## src/rtl/alu_pkg.sv

```systemverilog
// Shared opcode, FSM state and flag-index definitions for the ALU execution unit.
package alu_pkg;

  typedef logic [3:0] opcode_t;

  localparam opcode_t OP_NOP   = 4'd0;
  localparam opcode_t OP_LDA   = 4'd1;
  localparam opcode_t OP_LDB   = 4'd2;
  localparam opcode_t OP_SWAP  = 4'd3;
  localparam opcode_t OP_ADD   = 4'd4;
  localparam opcode_t OP_SUB   = 4'd5;
  localparam opcode_t OP_AND   = 4'd6;
  localparam opcode_t OP_OR    = 4'd7;
  localparam opcode_t OP_XOR   = 4'd8;
  localparam opcode_t OP_NOTA  = 4'd9;
  localparam opcode_t OP_SHL   = 4'd10;
  localparam opcode_t OP_SHR   = 4'd11;
  localparam opcode_t OP_MUL   = 4'd12;
  localparam opcode_t OP_MOVYA = 4'd13;
  localparam opcode_t OP_CLRY  = 4'd14;
  localparam opcode_t OP_RSVD  = 4'd15;

  typedef enum logic [1:0] {
    StIdle = 2'd0,
    StExec = 2'd1,
    StMul  = 2'd2
  } state_e;

  localparam int unsigned FLAG_Z = 0;
  localparam int unsigned FLAG_C = 1;
  localparam int unsigned FLAG_V = 2;
  localparam int unsigned FLAG_N = 3;

endpackage

```

## src/rtl/alu_exec_unit_if.sv

```systemverilog
// Button/switch inputs and register/status outputs of the ALU execution unit.
interface alu_exec_unit_if #(
  parameter int unsigned WIDTH = 8
);
  logic             trigger_btn;
  logic             clear_btn;
  logic [3:0]       op;
  logic [WIDTH-1:0] ext_in;
  logic [WIDTH-1:0] a_out;
  logic [WIDTH-1:0] b_out;
  logic [WIDTH-1:0] y_out;
  logic [WIDTH-1:0] y_hi;
  logic [3:0]       flags;
  logic             busy;
  logic             done;

  modport master (
    output trigger_btn, clear_btn, op, ext_in,
    input  a_out, b_out, y_out, y_hi, flags, busy, done
  );

  modport slave (
    input  trigger_btn, clear_btn, op, ext_in,
    output a_out, b_out, y_out, y_hi, flags, busy, done
  );
endinterface

```

## src/rtl/button_debounce.sv

```systemverilog
// Two-flop synchroniser plus counter debounce; emits a one-cycle pulse on each accepted press.
module button_debounce #(
  parameter int unsigned DEBOUNCE_CYCLES = 65536,
  parameter int unsigned CNT_BITS        = 17
) (
  input  logic clk,
  input  logic reset_n,
  input  logic btn_raw,
  output logic level,
  output logic rise_pulse
);

  localparam logic [CNT_BITS-1:0] CntLast = CNT_BITS'(DEBOUNCE_CYCLES - 1);

  logic                sync1_q, sync2_q;
  logic [CNT_BITS-1:0] cnt_q, cnt_d;
  logic                level_q, level_d;
  logic                rise_q, rise_d;

  // Level flips on the DEBOUNCE_CYCLES-th consecutive mismatch; any agreeing cycle restarts.
  always_comb begin
    cnt_d   = '0;
    level_d = level_q;
    rise_d  = 1'b0;
    if (sync2_q != level_q) begin
      if (cnt_q == CntLast) begin
        level_d = sync2_q;
        rise_d  = sync2_q;
      end else begin
        cnt_d = cnt_q + CNT_BITS'(1);
      end
    end
  end

  always_ff @(posedge clk or negedge reset_n) begin
    if (!reset_n) begin
      sync1_q <= 1'b0;
      sync2_q <= 1'b0;
      cnt_q   <= '0;
      level_q <= 1'b0;
      rise_q  <= 1'b0;
    end else begin
      sync1_q <= btn_raw;
      sync2_q <= sync1_q;
      cnt_q   <= cnt_d;
      level_q <= level_d;
      rise_q  <= rise_d;
    end
  end

  assign level      = level_q;
  assign rise_pulse = rise_q;

endmodule

```

## src/rtl/alu_exec_unit.sv

```systemverilog
// Sequential ALU: operand/result registers, single-cycle ops and a shift-add multiplier,
// driven by a debounced execute button and a synchronised clear button.
module alu_exec_unit
  import alu_pkg::*;
#(
  parameter int unsigned WIDTH           = 8,
  parameter int unsigned DEBOUNCE_CYCLES = 65536,
  parameter int unsigned CNT_BITS        = 17
) (
  input  logic           clk,
  input  logic           reset_n,
  alu_exec_unit_if.slave io
);

  localparam int unsigned        MulCntW = (WIDTH > 1) ? $clog2(WIDTH) : 1;
  localparam logic [MulCntW-1:0] MulLast = MulCntW'(WIDTH - 1);

  state_e             state_q, state_d;
  logic [3:0]         op_q, op_d;
  logic [WIDTH-1:0]   ext_q, ext_d;
  logic [WIDTH-1:0]   a_q, a_d, b_q, b_d, y_q, y_d, yh_q, yh_d;
  logic [WIDTH-1:0]   mhi_q, mhi_d, mlo_q, mlo_d;
  logic [MulCntW-1:0] mcnt_q, mcnt_d;
  logic [3:0]         flags_q, flags_d;
  logic               done_q, done_d;
  logic               clr_s1_q, clr_s2_q;

  logic               start, trig_level_unused;
  logic [WIDTH:0]     add_w, sub_w, mul_sum;
  logic [WIDTH-1:0]   res, mul_hi_n, mul_lo_n;
  logic               res_c, res_v, res_wr;

  button_debounce #(
    .DEBOUNCE_CYCLES(DEBOUNCE_CYCLES),
    .CNT_BITS       (CNT_BITS)
  ) u_trig_db (
    .clk       (clk),
    .reset_n   (reset_n),
    .btn_raw   (io.trigger_btn),
    .level     (trig_level_unused),
    .rise_pulse(start)
  );

  // Result datapath for the single-cycle ops and one shift-add step of the multiplier.
  always_comb begin
    add_w    = {1'b0, a_q} + {1'b0, b_q};
    sub_w    = {1'b0, a_q} - {1'b0, b_q};
    mul_sum  = {1'b0, mhi_q} + (mlo_q[0] ? {1'b0, a_q} : '0);
    mul_hi_n = mul_sum[WIDTH:1];
    mul_lo_n = {mul_sum[0], mlo_q[WIDTH-1:1]};
    res      = '0;
    res_c    = 1'b0;
    res_v    = 1'b0;
    res_wr   = 1'b1;
    case (op_q)
      OP_ADD: begin
        res   = add_w[WIDTH-1:0];
        res_c = add_w[WIDTH];
        res_v = (a_q[WIDTH-1] == b_q[WIDTH-1]) && (res[WIDTH-1] != a_q[WIDTH-1]);
      end
      OP_SUB: begin
        res   = sub_w[WIDTH-1:0];
        res_c = sub_w[WIDTH];
        res_v = (a_q[WIDTH-1] != b_q[WIDTH-1]) && (res[WIDTH-1] != a_q[WIDTH-1]);
      end
      OP_AND:  res = a_q & b_q;
      OP_OR:   res = a_q | b_q;
      OP_XOR:  res = a_q ^ b_q;
      OP_NOTA: res = ~a_q;
      OP_SHL: begin
        res   = {a_q[WIDTH-2:0], 1'b0};
        res_c = a_q[WIDTH-1];
      end
      OP_SHR: begin
        res   = {1'b0, a_q[WIDTH-1:1]};
        res_c = a_q[0];
      end
      default: res_wr = 1'b0;
    endcase
  end

  always_comb begin
    state_d = state_q;
    op_d    = op_q;
    ext_d   = ext_q;
    a_d     = a_q;
    b_d     = b_q;
    y_d     = y_q;
    yh_d    = yh_q;
    flags_d = flags_q;
    mhi_d   = mhi_q;
    mlo_d   = mlo_q;
    mcnt_d  = mcnt_q;
    done_d  = 1'b0;

    case (state_q)
      StIdle: begin
        if (start) begin
          op_d  = io.op;
          ext_d = io.ext_in;
          if (io.op == OP_MUL) begin
            state_d = StMul;
            mcnt_d  = '0;
            mhi_d   = '0;
            mlo_d   = b_q;
          end else begin
            state_d = StExec;
          end
        end
      end
      StExec: begin
        state_d = StIdle;
        done_d  = 1'b1;
        if (res_wr) begin
          y_d             = res;
          yh_d            = '0;
          flags_d[FLAG_N] = res[WIDTH-1];
          flags_d[FLAG_V] = res_v;
          flags_d[FLAG_C] = res_c;
          flags_d[FLAG_Z] = (res == '0);
        end
        case (op_q)
          OP_LDA:   a_d = ext_q;
          OP_LDB:   b_d = ext_q;
          OP_SWAP: begin
            a_d = b_q;
            b_d = a_q;
          end
          OP_MOVYA: a_d = y_q;
          OP_CLRY: begin
            y_d     = '0;
            yh_d    = '0;
            flags_d = '0;
          end
          default: ;
        endcase
      end
      StMul: begin
        mhi_d  = mul_hi_n;
        mlo_d  = mul_lo_n;
        mcnt_d = mcnt_q + MulCntW'(1);
        if (mcnt_q == MulLast) begin
          state_d         = StIdle;
          done_d          = 1'b1;
          y_d             = mul_lo_n;
          yh_d            = mul_hi_n;
          flags_d[FLAG_N] = mul_hi_n[WIDTH-1];
          flags_d[FLAG_V] = 1'b0;
          flags_d[FLAG_C] = |mul_hi_n;
          flags_d[FLAG_Z] = ({mul_hi_n, mul_lo_n} == '0);
        end
      end
      default: state_d = StIdle;
    endcase

    // Clear wins over any start or completion, aborting an in-flight multiply.
    if (clr_s2_q) begin
      state_d = StIdle;
      a_d     = '0;
      b_d     = '0;
      y_d     = '0;
      yh_d    = '0;
      flags_d = '0;
      mcnt_d  = '0;
      done_d  = 1'b0;
    end
  end

  always_ff @(posedge clk or negedge reset_n) begin
    if (!reset_n) begin
      state_q  <= StIdle;
      op_q     <= '0;
      ext_q    <= '0;
      a_q      <= '0;
      b_q      <= '0;
      y_q      <= '0;
      yh_q     <= '0;
      flags_q  <= '0;
      mhi_q    <= '0;
      mlo_q    <= '0;
      mcnt_q   <= '0;
      done_q   <= 1'b0;
      clr_s1_q <= 1'b0;
      clr_s2_q <= 1'b0;
    end else begin
      state_q  <= state_d;
      op_q     <= op_d;
      ext_q    <= ext_d;
      a_q      <= a_d;
      b_q      <= b_d;
      y_q      <= y_d;
      yh_q     <= yh_d;
      flags_q  <= flags_d;
      mhi_q    <= mhi_d;
      mlo_q    <= mlo_d;
      mcnt_q   <= mcnt_d;
      done_q   <= done_d;
      clr_s1_q <= io.clear_btn;
      clr_s2_q <= clr_s1_q;
    end
  end

  assign io.a_out = a_q;
  assign io.b_out = b_q;
  assign io.y_out = y_q;
  assign io.y_hi  = yh_q;
  assign io.flags = flags_q;
  assign io.busy  = (state_q != StIdle);
  assign io.done  = done_q;

endmodule

```

## src/flat_wrapper.sv

```systemverilog
// flat-port wrapper written by rule: the top's interface ports become plain ports
module alu_exec_unit_flat import alu_pkg::*;
#(
  parameter int unsigned WIDTH           = 8,
  parameter int unsigned DEBOUNCE_CYCLES = 65536,
  parameter int unsigned CNT_BITS        = 17
)
  (clk, reset_n, io_trigger_btn, io_clear_btn, io_op, io_ext_in, io_a_out, io_b_out, io_y_out, io_y_hi, io_flags, io_busy, io_done);
  alu_exec_unit_if #(.WIDTH(WIDTH)) io_i ();
  input  logic clk;
  input  logic reset_n;
  input wire logic [$bits(io_i.trigger_btn)-1:0] io_trigger_btn;
  input wire logic [$bits(io_i.clear_btn)-1:0] io_clear_btn;
  input wire logic [$bits(io_i.op)-1:0] io_op;
  input wire logic [$bits(io_i.ext_in)-1:0] io_ext_in;
  output wire logic [$bits(io_i.a_out)-1:0] io_a_out;
  output wire logic [$bits(io_i.b_out)-1:0] io_b_out;
  output wire logic [$bits(io_i.y_out)-1:0] io_y_out;
  output wire logic [$bits(io_i.y_hi)-1:0] io_y_hi;
  output wire logic [$bits(io_i.flags)-1:0] io_flags;
  output wire logic [$bits(io_i.busy)-1:0] io_busy;
  output wire logic [$bits(io_i.done)-1:0] io_done;
  assign io_i.trigger_btn = io_trigger_btn;
  assign io_i.clear_btn = io_clear_btn;
  assign io_i.op = io_op;
  assign io_i.ext_in = io_ext_in;
  assign io_a_out = io_i.a_out;
  assign io_b_out = io_i.b_out;
  assign io_y_out = io_i.y_out;
  assign io_y_hi = io_i.y_hi;
  assign io_flags = io_i.flags;
  assign io_busy = io_i.busy;
  assign io_done = io_i.done;
  alu_exec_unit #(.WIDTH(WIDTH), .DEBOUNCE_CYCLES(DEBOUNCE_CYCLES), .CNT_BITS(CNT_BITS)) u_core (.clk(clk), .reset_n(reset_n), .io(io_i));
endmodule
```

## config.mk

```make
export PLATFORM = sky130hd
export DESIGN_NAME = alu_exec_unit_flat
export DESIGN_NICKNAME = d
export VERILOG_FILES = /design/src/rtl/alu_pkg.sv /design/src/rtl/alu_exec_unit_if.sv /design/src/rtl/button_debounce.sv /design/src/rtl/alu_exec_unit.sv /design/src/flat_wrapper.sv
export SDC_FILE = /design/constraint.sdc
export NUM_CORES = 1
export LEC_CHECK = 0
export ABC_AREA = 1
export CAP_MARGIN = 0
export CORE_ASPECT_RATIO = 1.2
export CORE_MARGIN = 4
export CORE_UTILIZATION = 47
export DETAILED_ROUTE_END_ITERATION = 10
export GPL_TIMING_DRIVEN = 0
export PLACE_DENSITY = 0.75
export SLEW_MARGIN = 20
export SYNTH_ARGS = -nofsm -noshare
export SYNTH_HDL_FRONTEND = slang
export SYNTH_SLANG_ARGS = --single-unit
```

## constraint.sdc

```tcl
create_clock -name clk -period 2 [get_ports clk]
set_input_delay 0.3 -clock clk [delete_from_list [all_inputs] [get_ports clk]]
set_output_delay 0.3 -clock clk [all_outputs]
set_load 0.05 [all_outputs]
```

==> summary.md, run 1 <==
| Metric | Value |
|---|---|
| Outcome | complete, but fails checks |
| Violated checks | negative setup slack |
| Kind of path behind the tightest hold check | flop to flop |
| Antenna-violating nets left | 0 |
| Global-route wire length before repair | 29000 um |
| Ranking of synthesized cells by area | sky130_fd_sc_hd__dfrtp_1 38%, sky130_fd_sc_hd__nand2_1 13%, sky130_fd_sc_hd__ha_1 7.8%, sky130_fd_sc_hd__inv_1 6.3%, sky130_fd_sc_hd__o21ai_0 5.2% |
| Initial standard-cell utilization of the core | between 40% and 50% |
| Post-Synthesis Net Count | around 880 |
| Critical path's most frequent cell | sky130_fd_sc_hd__nand2_1 |
| Async set-or-reset flop fraction in the synthesized netlist | 100% |
| Buf+Inv Stages, Crit Path | 1 |
| Crit path required time | 2280 ps |
| Clock transition at the registers of the reported paths | 60 ps |
| Combined global-route utilization of all metal layers | 24.0% |
| Row Count | 45 |
| Cells after Synth | 825 |
| Inserted Diodes | 0 |
| Synth warnings | 0 |
| Post-layout min period | 2300 ps |
| Share of the yosys chip area belonging to registers | 38.2% |
| # DRC | 0 |
| Unrepaired setup endpoints after global routing | true |
| Most numerous cell in the Yosys netlist | sky130_fd_sc_hd__nand2_1 |
| Leakage | 3.88 nW |
| Final hold slack | 349 ps |
| Area used by multi-input combinational logic | 3660 sq um |
| Later-pin clock latency in the skew report | 340 ps |
| Antenna violations before repair | 0 |
| Cell accounting for the most synthesized area | sky130_fd_sc_hd__dfrtp_1 |
| Critical Path, Cell by Cell | nand2_2, inv_2, ha_4, fa_2, a21oi_2, o21ai_2, xnor2_2, nand2_1, nor2_2, nand2_2, a21oi_1, nand2_1, nand2_1 |
| Commonest cells post-synth | 217 x sky130_fd_sc_hd__nand2_1, 102 x sky130_fd_sc_hd__inv_1, 93 x sky130_fd_sc_hd__dfrtp_1, 76 x sky130_fd_sc_hd__nor2_1, 63 x sky130_fd_sc_hd__o21ai_0 |
| Slew headroom | 48.7% |
| Count of filler cells inserted in the layout | 1105 |
| Count of TritonRoute iterations in the first routing pass | 7 |
| Mapped Avg Cell Area | 7.38 sq um |
| CP top delay family | simple AND/OR/NAND/NOR gates |
| Setup-violating endpoint count in the final report | 15 |
| Drt wl/cell | 16.6 um |
| Distinct cell type count of the synthesized netlist | 44 |
| Pin slew with the least headroom to its limit | 764 ps |
| Post-synthesis instance area | ~6000 sq um |
| Register area | roughly 2400 sq um |
| Area fraction of the dominant cell type after synthesis | 38.2% |
| Number of buffers created by CTS | 9 |
| Final setup skew | 8.04 ps |
| Vias per Instance | 5.56 |
| Post-route total power | 4.29 mW |
| Largest fanout on the critical path | 5 |
| TritonCTS clock tree | yes |
| Total number of H-tree levels | 3 |
| Maximum number of pins on one net before global-route repair | 74 |
| Weighted congestion reported at the end of routability-driven placement | 0.943 |
| Number of max-slew violations in the final report | 0 |
| Crit path launch type | flop |
| Number of buffers on the longest clock path | 2 |
| Vias in the first global route | between 5000 and 6000 |
| Nature of the critical path endpoint | flop |
| Estimated wirelength of the detail-placed design | 13000 um |
| Number of top-level design ports | 54 |
| Final Cycle Share | 115% |
| Power density of the placed cells | 538 nW/um^2 |
| Most used DFF post-synth | sky130_fd_sc_hd__dfrtp_1 |
| Placeable core region | 12700 sq um |
| Number of port buffers | 53 |
| X dimension of the die | 112 um |
| Maximum vdd ir drop | about 440 uV |
| Clk sink count | between 90 and 100 |
| Die outline height | about 130 um |
| Number of enable-type register cells in the synthesized netlist | 0 |
| Flops & latches, synth | 93 |
| Data arrival time at the worst-slack endpoint | around 2600 ps |
| Final hold viol count | 0 |
| Post-layout nets | slightly below 1000 |
| Minimum setup slack in the final design | -297 ps |
| Worst path slowest cell | sky130_fd_sc_hd__dfrtp_2 |
| Maximum frequency from static timing analysis | 435 MHz |
| Leftover overflow at the end of global routing | 0 |
| Peak per-stage delay on the critical path | 500 ps |
| Floorplan die area | about 15000 sq um |
| Wirelength, routed | 18300 um |
| Root buf cell | sky130_fd_sc_hd__clkbuf_16 |
| Layout overhead on the synthesized area | 31.0% |
| Share of cells above drive strength 1 | 22.4% |
| Max-cap violations | 0 |
| Kind of critical path | flop to flop |
| Violation count after the first detailed-routing iteration | 422 |
| Routed vias | 6139 |
state kept, by name, indices dropped and copies added (netlist names), 2 cells and up:
name                    cells
u_core.mcnt_q               3
u_core.io.flags             4
u_core.io.a_out             8
u_core.io.y_hi              8
u_core.ext_q                8
u_core.op_q                 4
u_core.state_q              2
u_core.mlo_q                8
u_core.u_trig_db.cnt_q     17
u_core.io.y_out             8
u_core.mhi_q                8
u_core.io.b_out             8
path summary, 6_finish.rpt:
check / startpoint / to / slack, ps / cells past startpoint
worst max-delay path: u_core.io.a_out[0]$_DFFE_PN0P_ / u_core.io.flags[0]$_DFFE_PN0P_ / -300 / 13
worst min-delay path: u_core.clr_s1_q$_DFF_PN0_ / u_core.clr_s2_q$_DFF_PN0_ / 350 / 0
worst max register to register: u_core.io.a_out[0]$_DFFE_PN0P_ / u_core.io.flags[0]$_DFFE_PN0P_ / -300 / 13
worst min register to register: u_core.clr_s1_q$_DFF_PN0_ / u_core.clr_s2_q$_DFF_PN0_ / 350 / 0
max in group asynchronous: reset_n / u_core.io.a_out[0]$_DFFE_PN0P_ / 990 / 3
min in group asynchronous: reset_n / u_core.mhi_q[5]$_DFFE_PN0P_ / 370 / 2
placed cells by master (no fill, tap or decap), drive strengths merged, types with 17 or more instances in the layout:
cell type and instances:
nand2 219, dfrtp 93, nor2 83, nand3 55
nor3 17, a21oi 26, o21ai 77, ha 38
clkdlybuf4s50 43, buf 58, inv 107, clkbuf 22
timing repair:
item | in CTS | in global routing
buffers inserted | 30 | 18
gates resized for setup | 45 | 91
setup endpoints to repair | 34 | 62
hold buffers | 1 | 0
pin swaps | 22 | 41
hold endpoints to repair | 20 | 0
per-layer routing:
metal	vias to the layer above	track usage (%)	wire [um]
li1	2951	-	-
met1	2891	31.0	7540
met2	241	39.9	8880
met3	56	3.66	1080
met4	0	10.4	823
met5	-	0	0
stage by stage:
step                setup TNS [ps]  instances  util [%]  worst slack, ps  area, sq um
detailed placement           -6300       1043      54.6             -389         6920
finish                       -2260       1105      63.0             -297         7980
global placement           -279100       1042      54.4            -3240         6890
CTS                          -1650       1087      59.8             -240         7570
floorplan                     -247        825         -             -103         6150
global route                 -3430       1105      63.0             -411         7980
power breakdown:
group | switching (mW) | internal [mW] | leakage, nW
registers | 0.0361 | 1.92 | 1.11
clock network | 0.716 | 0.964 | 0.136
logic | 0.429 | 0.231 | 2.63
final cells by class:
cell class	instances	area share (%)
plain buffers	17	1.25
clock buffers	11	2.92
clock inverters	4	0.643
inverters	108	5.29
multi-input cells	605	45.8
flip-flops and latches	93	29.5
well taps	164	2.57
repair buffers	103	12.0
kinds of logic after synthesis:
group / after synthesis / synth area share [%]
AND/OR/NAND/NOR: 401 / 28.6
AO/OA/AOI/OAI: 148 / 14.0
buffers and inverters: 127 / 8.20
flip-flops: 93 / 38.2
adder cells (fa/ha/maj): 41 / 8.80
XOR/XNOR: 15 / 2.16
worst register-to-register path: cells and delay by family (launching register included):
family	cells	cell delay, ps
adders and majority gates	2	550
AOI/OAI and AO/OA	3	360
buffers and inverters	1	50
and+or+nand+nor	6	560
DFF	1	500
xor gates and xnor gates	1	220
No activity file was read; power rests on OpenSTA's default activity.
==> inputs of run 2 (changes only) <==
- CTS_CLUSTER_SIZE: not set -> 12
==> results of run 2 <==
Same layout as run 1: the final DEF is identical, and so are final timing and power.
